File: src/rtl/a2bus_drv_pkg.sv
// Shared types and address constants for the Apple II slot-card read responder.
package a2bus_drv_pkg;

  localparam int unsigned CNT_W    = 6;
  localparam int unsigned OFFSET_W = 11;

  localparam logic [CNT_W-1:0] CNT_MAX = 6'd63;

  localparam logic [15:0] DEVSEL_BASE   = 16'hC080;
  localparam logic [15:0] IOSEL_BASE    = 16'hC000;
  localparam logic [15:0] IOSTROBE_BASE = 16'hC800;
  localparam logic [15:0] C8_CLEAR_ADDR = 16'hCFFF;

  typedef enum logic [1:0] {
    IDLE,
    REQ,
    DRIVE,
    HOLD
  } state_t;

  typedef enum logic [1:0] {
    SPACE_DEVSEL   = 2'd0,
    SPACE_IOSEL    = 2'd1,
    SPACE_IOSTROBE = 2'd2
  } space_t;

  // Decoded target of a read: which slot space and the offset inside it.
  typedef struct packed {
    space_t                space;
    logic [OFFSET_W-1:0]   offset;
  } rd_sel_t;

  function automatic logic [15:0] devsel_addr(input int unsigned slot);
    return DEVSEL_BASE + 16'(slot * 16);
  endfunction

  function automatic logic [15:0] iosel_addr(input int unsigned slot);
    return IOSEL_BASE + 16'(slot * 256);
  endfunction

endpackage

File: src/rtl/apple_bus_data_driver_if.sv
// Bus-side and data-source signals of the slot-card read responder.
interface apple_bus_data_driver_if;
  import a2bus_drv_pkg::*;

  logic                  phi0_i;
  logic                  phi0_posedge_i;
  logic                  phi0_negedge_i;
  logic [15:0]           addr_i;
  logic                  rw_n_i;
  logic                  dma_n_i;
  logic                  enable_i;
  logic                  rd_req_o;
  space_t                rd_space_o;
  logic [OFFSET_W-1:0]   rd_offset_o;
  logic [7:0]            rd_data_i;
  logic                  rd_valid_i;
  logic [7:0]            data_o;
  logic                  data_dir_o;
  logic                  data_oe_n_o;
  logic                  miss_o;
  logic                  c8_owner_o;

  modport master (
    input  phi0_i, phi0_posedge_i, phi0_negedge_i, addr_i, rw_n_i, dma_n_i, enable_i,
    input  rd_data_i, rd_valid_i,
    output rd_req_o, rd_space_o, rd_offset_o,
    output data_o, data_dir_o, data_oe_n_o, miss_o, c8_owner_o
  );

  modport slave (
    output phi0_i, phi0_posedge_i, phi0_negedge_i, addr_i, rw_n_i, dma_n_i, enable_i,
    output rd_data_i, rd_valid_i,
    input  rd_req_o, rd_space_o, rd_offset_o,
    input  data_o, data_dir_o, data_oe_n_o, miss_o, c8_owner_o
  );

endinterface

File: src/rtl/a2bus_slot_decode.sv
// Slot address decode: DEVSEL/IOSEL/IOSTROBE compare, offset extraction, $C800 owner flag.
module a2bus_slot_decode
  import a2bus_drv_pkg::*;
#(
  parameter int unsigned SLOT = 4
) (
  input  logic        clk,
  input  logic        rst_n,
  input  logic        phi0_posedge,
  input  logic [15:0] addr,
  input  logic        rw_n,
  input  logic        dma_n,
  input  logic        enable,
  output logic        hit_c,
  output rd_sel_t     sel_c,
  output logic        c8_owner
);

  localparam logic [15:0] DEVSEL_ADDR = devsel_addr(SLOT);
  localparam logic [15:0] IOSEL_ADDR  = iosel_addr(SLOT);

  logic devsel_c;
  logic iosel_c;
  logic iostrobe_c;
  logic c8_clear_c;

  // Address compare and read-hit qualification; owner is the pre-update value.
  always_comb begin
    devsel_c   = (addr[15:4] == DEVSEL_ADDR[15:4]);
    iosel_c    = (addr[15:8] == IOSEL_ADDR[15:8]);
    c8_clear_c = (addr == C8_CLEAR_ADDR);
    iostrobe_c = (addr[15:11] == IOSTROBE_BASE[15:11]) && !c8_clear_c;
    hit_c      = enable & dma_n & rw_n & (devsel_c | iosel_c | (iostrobe_c & c8_owner));
    sel_c      = '0;
    if (devsel_c) begin
      sel_c.space  = SPACE_DEVSEL;
      sel_c.offset = OFFSET_W'(addr[3:0]);
    end else if (iosel_c) begin
      sel_c.space  = SPACE_IOSEL;
      sel_c.offset = OFFSET_W'(addr[7:0]);
    end else begin
      sel_c.space  = SPACE_IOSTROBE;
      sel_c.offset = addr[10:0];
    end
  end

  // Expansion-ROM ownership: any IOSEL access claims it, any $CFFF access releases it.
  always_ff @(posedge clk) begin
    if (!rst_n) begin
      c8_owner <= 1'b0;
    end else if (phi0_posedge) begin
      if (c8_clear_c) begin
        c8_owner <= 1'b0;
      end else if (iosel_c) begin
        c8_owner <= 1'b1;
      end
    end
  end

endmodule

File: src/rtl/apple_bus_data_driver.sv
// Slot-card read responder: decodes reads, fetches a byte, drives it onto the bus during Phi0.
module apple_bus_data_driver
  import a2bus_drv_pkg::*;
#(
  parameter int unsigned SLOT           = 4,
  parameter int unsigned DEADLINE_COUNT = 12,
  parameter int unsigned DRIVE_START    = 8,
  parameter int unsigned HOLD_COUNT     = 2
) (
  input  logic                        clk_logic_i,
  input  logic                        system_reset_n_i,
  apple_bus_data_driver_if.master     bus
);

  localparam int unsigned HOLD_W = (HOLD_COUNT < 2) ? 1 : $clog2(HOLD_COUNT + 1);
  localparam logic [CNT_W-1:0]  DEADLINE_C = CNT_W'(DEADLINE_COUNT);
  // Output enable is registered, so arm one count early to be low at DRIVE_START.
  localparam logic [CNT_W-1:0]  OE_ARM_C   = CNT_W'(DRIVE_START - 1);
  localparam logic [HOLD_W-1:0] HOLD_C     = HOLD_W'(HOLD_COUNT);

  state_t              state;
  logic [CNT_W-1:0]    phase_cnt;
  logic [HOLD_W-1:0]   hold_cnt;
  logic                rd_req;
  space_t              rd_space;
  logic [OFFSET_W-1:0] rd_offset;
  logic [7:0]          data;
  logic                data_dir;
  logic                data_oe_n;
  logic                miss;
  logic                hit_c;
  rd_sel_t             sel_c;
  logic                c8_owner;

  a2bus_slot_decode #(
    .SLOT (SLOT)
  ) u_decode (
    .clk          (clk_logic_i),
    .rst_n        (system_reset_n_i),
    .phi0_posedge (bus.phi0_posedge_i),
    .addr         (bus.addr_i),
    .rw_n         (bus.rw_n_i),
    .dma_n        (bus.dma_n_i),
    .enable       (bus.enable_i),
    .hit_c        (hit_c),
    .sel_c        (sel_c),
    .c8_owner     (c8_owner)
  );

  // Phase counter: cycles elapsed since Phi0 rose, saturating.
  always_ff @(posedge clk_logic_i) begin
    if (!system_reset_n_i) begin
      phase_cnt <= '0;
    end else if (bus.phi0_posedge_i) begin
      phase_cnt <= '0;
    end else if (bus.phi0_i && (phase_cnt != CNT_MAX)) begin
      phase_cnt <= phase_cnt + 1'b1;
    end
  end

  // Responder FSM with registered request, data and transceiver controls.
  always_ff @(posedge clk_logic_i) begin
    if (!system_reset_n_i) begin
      state     <= IDLE;
      hold_cnt  <= '0;
      rd_req    <= 1'b0;
      rd_space  <= SPACE_DEVSEL;
      rd_offset <= '0;
      data      <= 8'h00;
      data_dir  <= 1'b0;
      data_oe_n <= 1'b1;
      miss      <= 1'b0;
    end else begin
      rd_req <= 1'b0;
      miss   <= 1'b0;
      if (bus.phi0_posedge_i) begin
        // A new bus cycle always releases the bus and is decoded afresh.
        data_oe_n <= 1'b1;
        data_dir  <= 1'b0;
        if (hit_c) begin
          state     <= REQ;
          rd_req    <= 1'b1;
          rd_space  <= sel_c.space;
          rd_offset <= sel_c.offset;
        end else begin
          state <= IDLE;
        end
      end else begin
        unique case (state)
          IDLE: state <= IDLE;
          REQ: begin
            if (bus.rd_valid_i && (phase_cnt <= DEADLINE_C)) begin
              data     <= bus.rd_data_i;
              data_dir <= 1'b1;
              state    <= DRIVE;
            end else if (phase_cnt >= DEADLINE_C) begin
              miss  <= 1'b1;
              state <= IDLE;
            end
          end
          DRIVE: begin
            if (bus.phi0_negedge_i) begin
              state    <= HOLD;
              hold_cnt <= HOLD_C;
              if (HOLD_COUNT == 0) begin
                data_oe_n <= 1'b1;
              end
            end else if (data_dir && (phase_cnt >= OE_ARM_C)) begin
              data_oe_n <= 1'b0;
            end
          end
          HOLD: begin
            if (hold_cnt != '0) begin
              hold_cnt <= hold_cnt - 1'b1;
              if (hold_cnt == HOLD_W'(1)) begin
                data_oe_n <= 1'b1;
              end
            end else begin
              // Direction turns around only after the enable has been off a cycle.
              data_oe_n <= 1'b1;
              data_dir  <= 1'b0;
              state     <= IDLE;
            end
          end
          default: state <= IDLE;
        endcase
      end
    end
  end

  assign bus.rd_req_o    = rd_req;
  assign bus.rd_space_o  = rd_space;
  assign bus.rd_offset_o = rd_offset;
  assign bus.data_o      = data;
  assign bus.data_dir_o  = data_dir;
  assign bus.data_oe_n_o = data_oe_n;
  assign bus.miss_o      = miss;
  assign bus.c8_owner_o  = c8_owner;

endmodule
File: src/flat_wrapper.sv
// flat-port wrapper written by rule: the top's interface ports become plain ports
module apple_bus_data_driver_flat import a2bus_drv_pkg::*;
#(
  parameter int unsigned SLOT           = 4,
  parameter int unsigned DEADLINE_COUNT = 12,
  parameter int unsigned DRIVE_START    = 8,
  parameter int unsigned HOLD_COUNT     = 2
)
  (clk_logic_i, system_reset_n_i, bus_phi0_i, bus_phi0_posedge_i, bus_phi0_negedge_i, bus_addr_i, bus_rw_n_i, bus_dma_n_i, bus_enable_i, bus_rd_data_i, bus_rd_valid_i, bus_rd_req_o, bus_rd_space_o, bus_rd_offset_o, bus_data_o, bus_data_dir_o, bus_data_oe_n_o, bus_miss_o, bus_c8_owner_o);
  apple_bus_data_driver_if bus_i ();
  input  logic clk_logic_i;
  input  logic system_reset_n_i;
  input wire logic [$bits(bus_i.phi0_i)-1:0] bus_phi0_i;
  input wire logic [$bits(bus_i.phi0_posedge_i)-1:0] bus_phi0_posedge_i;
  input wire logic [$bits(bus_i.phi0_negedge_i)-1:0] bus_phi0_negedge_i;
  input wire logic [$bits(bus_i.addr_i)-1:0] bus_addr_i;
  input wire logic [$bits(bus_i.rw_n_i)-1:0] bus_rw_n_i;
  input wire logic [$bits(bus_i.dma_n_i)-1:0] bus_dma_n_i;
  input wire logic [$bits(bus_i.enable_i)-1:0] bus_enable_i;
  input wire logic [$bits(bus_i.rd_data_i)-1:0] bus_rd_data_i;
  input wire logic [$bits(bus_i.rd_valid_i)-1:0] bus_rd_valid_i;
  output wire logic [$bits(bus_i.rd_req_o)-1:0] bus_rd_req_o;
  output wire logic [$bits(bus_i.rd_space_o)-1:0] bus_rd_space_o;
  output wire logic [$bits(bus_i.rd_offset_o)-1:0] bus_rd_offset_o;
  output wire logic [$bits(bus_i.data_o)-1:0] bus_data_o;
  output wire logic [$bits(bus_i.data_dir_o)-1:0] bus_data_dir_o;
  output wire logic [$bits(bus_i.data_oe_n_o)-1:0] bus_data_oe_n_o;
  output wire logic [$bits(bus_i.miss_o)-1:0] bus_miss_o;
  output wire logic [$bits(bus_i.c8_owner_o)-1:0] bus_c8_owner_o;
  assign bus_i.phi0_i = bus_phi0_i;
  assign bus_i.phi0_posedge_i = bus_phi0_posedge_i;
  assign bus_i.phi0_negedge_i = bus_phi0_negedge_i;
  assign bus_i.addr_i = bus_addr_i;
  assign bus_i.rw_n_i = bus_rw_n_i;
  assign bus_i.dma_n_i = bus_dma_n_i;
  assign bus_i.enable_i = bus_enable_i;
  assign bus_i.rd_data_i = bus_rd_data_i;
  assign bus_i.rd_valid_i = bus_rd_valid_i;
  assign bus_rd_req_o = bus_i.rd_req_o;
  assign bus_rd_space_o = bus_i.rd_space_o;
  assign bus_rd_offset_o = bus_i.rd_offset_o;
  assign bus_data_o = bus_i.data_o;
  assign bus_data_dir_o = bus_i.data_dir_o;
  assign bus_data_oe_n_o = bus_i.data_oe_n_o;
  assign bus_miss_o = bus_i.miss_o;
  assign bus_c8_owner_o = bus_i.c8_owner_o;
  apple_bus_data_driver #(.SLOT(SLOT), .DEADLINE_COUNT(DEADLINE_COUNT), .DRIVE_START(DRIVE_START), .HOLD_COUNT(HOLD_COUNT)) u_core (.clk_logic_i(clk_logic_i), .system_reset_n_i(system_reset_n_i), .bus(bus_i));
endmodule
File: config.mk
export PLATFORM = sky130hd
export DESIGN_NAME = apple_bus_data_driver_flat
export DESIGN_NICKNAME = d
export VERILOG_FILES = /design/src/rtl/a2bus_drv_pkg.sv /design/src/rtl/apple_bus_data_driver_if.sv /design/src/rtl/a2bus_slot_decode.sv /design/src/rtl/apple_bus_data_driver.sv /design/src/flat_wrapper.sv
export SDC_FILE = /design/constraint.sdc
export NUM_CORES = 1
export LEC_CHECK = 0
export CAP_MARGIN = 20
export CORE_ASPECT_RATIO = 1.25
export CORE_UTILIZATION = 30
export DETAILED_ROUTE_END_ITERATION = 8
export SYNTH_ARGS = -nofsm -noshare
export SYNTH_HDL_FRONTEND = slang
export SYNTH_HIERARCHICAL = 1
export SYNTH_SLANG_ARGS = --single-unit
File: constraint.sdc
create_clock -name clk_logic_i -period 3 [get_ports clk_logic_i]
set_clock_uncertainty 0.15 [all_clocks]
set_input_delay 0.6 -clock clk_logic_i [delete_from_list [all_inputs] [get_ports clk_logic_i]]
set_output_delay 0.6 -clock clk_logic_i [all_outputs]
set_load 0.02 [all_outputs]
==> impl_metrics.json <==
{
  "synth_top_family_by_area": "simple AND/OR/NAND/NOR gates",
  "cts.sinks": 36,
  "worst_slack_ns": 0.489,
  "syn_to_final_growth_pct": 40.2,
  "slew_viol_final": 0,
  "drive_gt1_frac": 0.0899,
  "hold_path_depth": 2,
  "grt_use_total": 0.140,
  "clkLatencyLatePin_ns": 0.28,
  "relSlewSlack": 0.701,
  "routedWlPerCell_um": 12.1,
  "gr-total-overflow": 0,
  "min-delay-start": "u_core/bus.data_o[0]$_SDFFE_PN0P_",
  "final_core_util": 0.443,
  "place.gp.congestion": 0.755,
  "path_max_fanout": 13,
  "drtPass1Iterations": 4,
  "fmax_mhz": 398,
  "reg2reg_setup_slack_ns": 1.16,
  "routed-via-count": 1670,
  "ios": 59,
  "powerDensity_nw_per_um2": 403,
  "outcome": "finished clean",
  "cts_made_buffers": 5,
  "htreeDepth": 2,
  "synth_top_area_share": 0.389,
  "pre_cts_ws_ns": 0.228,
  "clock_tree.buffer_depth": 2,
  "hold_ws_ns": 0.306,
  "postSynthAreaPerCell_um2": 8.61,
  "clk_pin_slew_ns": 0.07,
  "synth_most_common_cell": "nand2_1",
  "drc": 0,
  "critPathArrivalTime_ns": 2.56,
  "hold_viol": 0,
  "dpl.hpwl_um": 3210,
  "grt_pass1_wl_um": 7260,
  "finalCritPeriodShare": 0.837,
  "r2r-end": "u_core/hold_cnt[0]$_SDFFE_PN0P_",
  "r2r_cells": 6,
  "drtIter0Drc": 53,
  "vias_per_cell": 4.79,
  "synthFlopType": "dfxtp_1",
  "synthCells": 215,
  "critPathKind": "in -> reg",
  "peakVddDrop_mv": 0.242,
  "grt_pass1_vias": 1584,
  "async_flop_share": 0,
  "core_um2": 5860,
  "ys_ff_latch": 36,
  "post_cts_buffers": 0,
  "yosysWarnings": 6,
  "post_cts_resized": 0,
  "dieArea_um2": 6490,
  "p_leak_nw": 0.919,
  "hold_buffers": 0,
  "start_util": 0.316,
  "start_kind": "primary input",
  "hold_class": "reg -> reg",
  "yosys-mux-area-fraction": 0.0162,
  "final-setup-viol-count": 0,
  "cts_tree": "yes",
  "cap_viol_max_count": 0,
  "reg2reg_from": "u_core/state[0]$_SDFFE_PN0P_",
  "rows": 31,
  "ys_seq_area_frac": 0.389,
  "finalCriticalPeriod_ns": 2.51,
  "critical_path_required_ns": 3.05,
  "grt_start_max_net_pins": 19,
  "hold_end": "u_core/bus.data_o[0]$_SDFFE_PN0P_",
  "die_h_um": 89.8,
  "syn_nets": 256,
  "antenna_left": 0,
  "synth_adder_area_share": 0.0541,
  "ys_top_cells_by_count": "41 x nand2_1, 36 x dfxtp_1, 13 x nand3_1",
  "crit_path_end_kind": "register",
  "syn_area_um2": 1850,
  "antenna_found_initial": 0,
  "synthXorXnorAreaFrac": 0.00946,
  "synthSimpleGateAreaFrac": 0.270,
  "synth_area_leader_cell": "dfxtp_1",
  "cts_root_buf": "clkbuf_8",
  "ys_types": 48,
  "synth_edf_count": 0,
  "die_w_um": 72.3,
  "final.setup.tns_ns": 0,
  "worst_pin_slew_ns": 0.448,
  "num_antenna_cells": 0,
  "io_buffers": 58,
  "drt_wl_total_um": 4220,
  "nets": 307,
  "synth_compound_area_frac": 0.198,
  "synth_area_leaders": "dfxtp_1 39%, nand2_1 8.3%, ha_1 5.4%",
  "grt_setup_unrepaired": "false"
}
## flip-flops by register name (all words and copies together), names as in the netlist, 2 cells and up
signal,flops
u_core/bus.rd_space_o,2
u_core/bus.rd_offset_o,11
u_core/state,2
u_core/phase_cnt,6
u_core/bus.data_o,8
u_core/hold_cnt,2
## kinds of logic (layout without fill, tap and decap cells)
logic type	Yosys count	after routing
DFF	36	36
adders and majority gates	8	8
muxes	3	3
AOI/OAI and AO/OA	48	48
and+or+nand+nor	92	92
buffers and inverters	26	78
xor gates and xnor gates	2	2
## power by group
part / switching [mW] / leakage, nW / total (mW) / internal [mW]
Sequential: 0.00276 / 0.290 / 0.484 / 0.481
Clock: 0.172 / 0.0645 / 0.465 / 0.293
Combinational: 0.0401 / 0.564 / 0.0964 / 0.0563
## layer usage
metal	wire [µm]	track usage	up-vias
li1	-	-	851
met1	1820	0.170	763
met2	2060	0.236	52
met3	305	0.0437	4
met4	40	0.0392	0
met5	0	0	-
## cells in the final DEF, fill, tap and decap left out, types with 2 or more instances in the layout
| cell type | instances |
|---|---|
| a31oi_1 | 2 |
| nor2b_1 | 6 |
| and4_1 | 3 |
| nor3_1 | 3 |
| nand2_1 | 41 |
| inv_1 | 9 |
| nand3_1 | 13 |
| buf_4 | 2 |
| and2_1 | 2 |
| ha_1 | 8 |
| o211ai_1 | 3 |
| nor2_1 | 4 |
| o21ai_1 | 9 |
| a311oi_1 | 4 |
| a21boi_0 | 6 |
| a21oi_1 | 4 |
| and4bb_2 | 2 |
| o21ai_0 | 4 |
| clkbuf_8 | 7 |
| dfxtp_1 | 36 |
| clkdlybuf4s50_1 | 58 |
| nand2b_1 | 2 |
| a21boi_1 | 8 |
| mux2i_1 | 3 |
| and3_1 | 4 |
## worst max path at each step
stage / depth (start not counted) / slack [ns] / start / endpoint
after floorplan: 7 / 0.92 / bus_addr_i[12] / u_core/bus.rd_offset_o[10]$_SDFFE_PN0P_
after global placement: 7 / 0.29 / bus_addr_i[8] / u_core/bus.rd_offset_o[6]$_SDFFE_PN0P_
after detailed placement: 7 / 0.23 / bus_addr_i[13] / u_core/bus.rd_offset_o[0]$_SDFFE_PN0P_
after CTS: 7 / 0.52 / bus_addr_i[13] / u_core/bus.rd_offset_o[0]$_SDFFE_PN0P_
after global routing: 7 / 0.32 / bus_addr_i[9] / u_core/bus.rd_offset_o[1]$_SDFFE_PN0P_
final: 7 / 0.49 / bus_addr_i[9] / u_core/bus.rd_offset_o[1]$_SDFFE_PN0P_
## per-stage QoR
stage | total power, mW | cells | cell area (µm²)
2_1_floorplan | 0.536 | 215 | 1850
3_3_place_gp | 0.591 | 341 | 2470
3_5_place_dp | 0.591 | 341 | 2470
4_1_cts | 1.06 | 349 | 2600
5_1_grt | 1.10 | 349 | 2600
6_report | 1.05 | 349 | 2600
## area by class of cell
class	count	area, µm²
Inverter	10	37.5
Fill cell	585	3260
Clock buffer	7	96.3
Sequential cell	36	721
Timing Repair Buffer	60	596
Clock inverter	1	30.0
Multi-Input combinational cell	153	1010
Tap cell	82	103
## worst max-delay path, cell delays in order
cell and delay, ns:
clkdlybuf4s50_1 0.49, nor3_4 0.27, o211ai_1 0.16, o22ai_1 0.28, and2_1 0.46, nand2_1 0.12
a21boi_0 0.19
No activity file was read; power rests on OpenSTA's default activity.
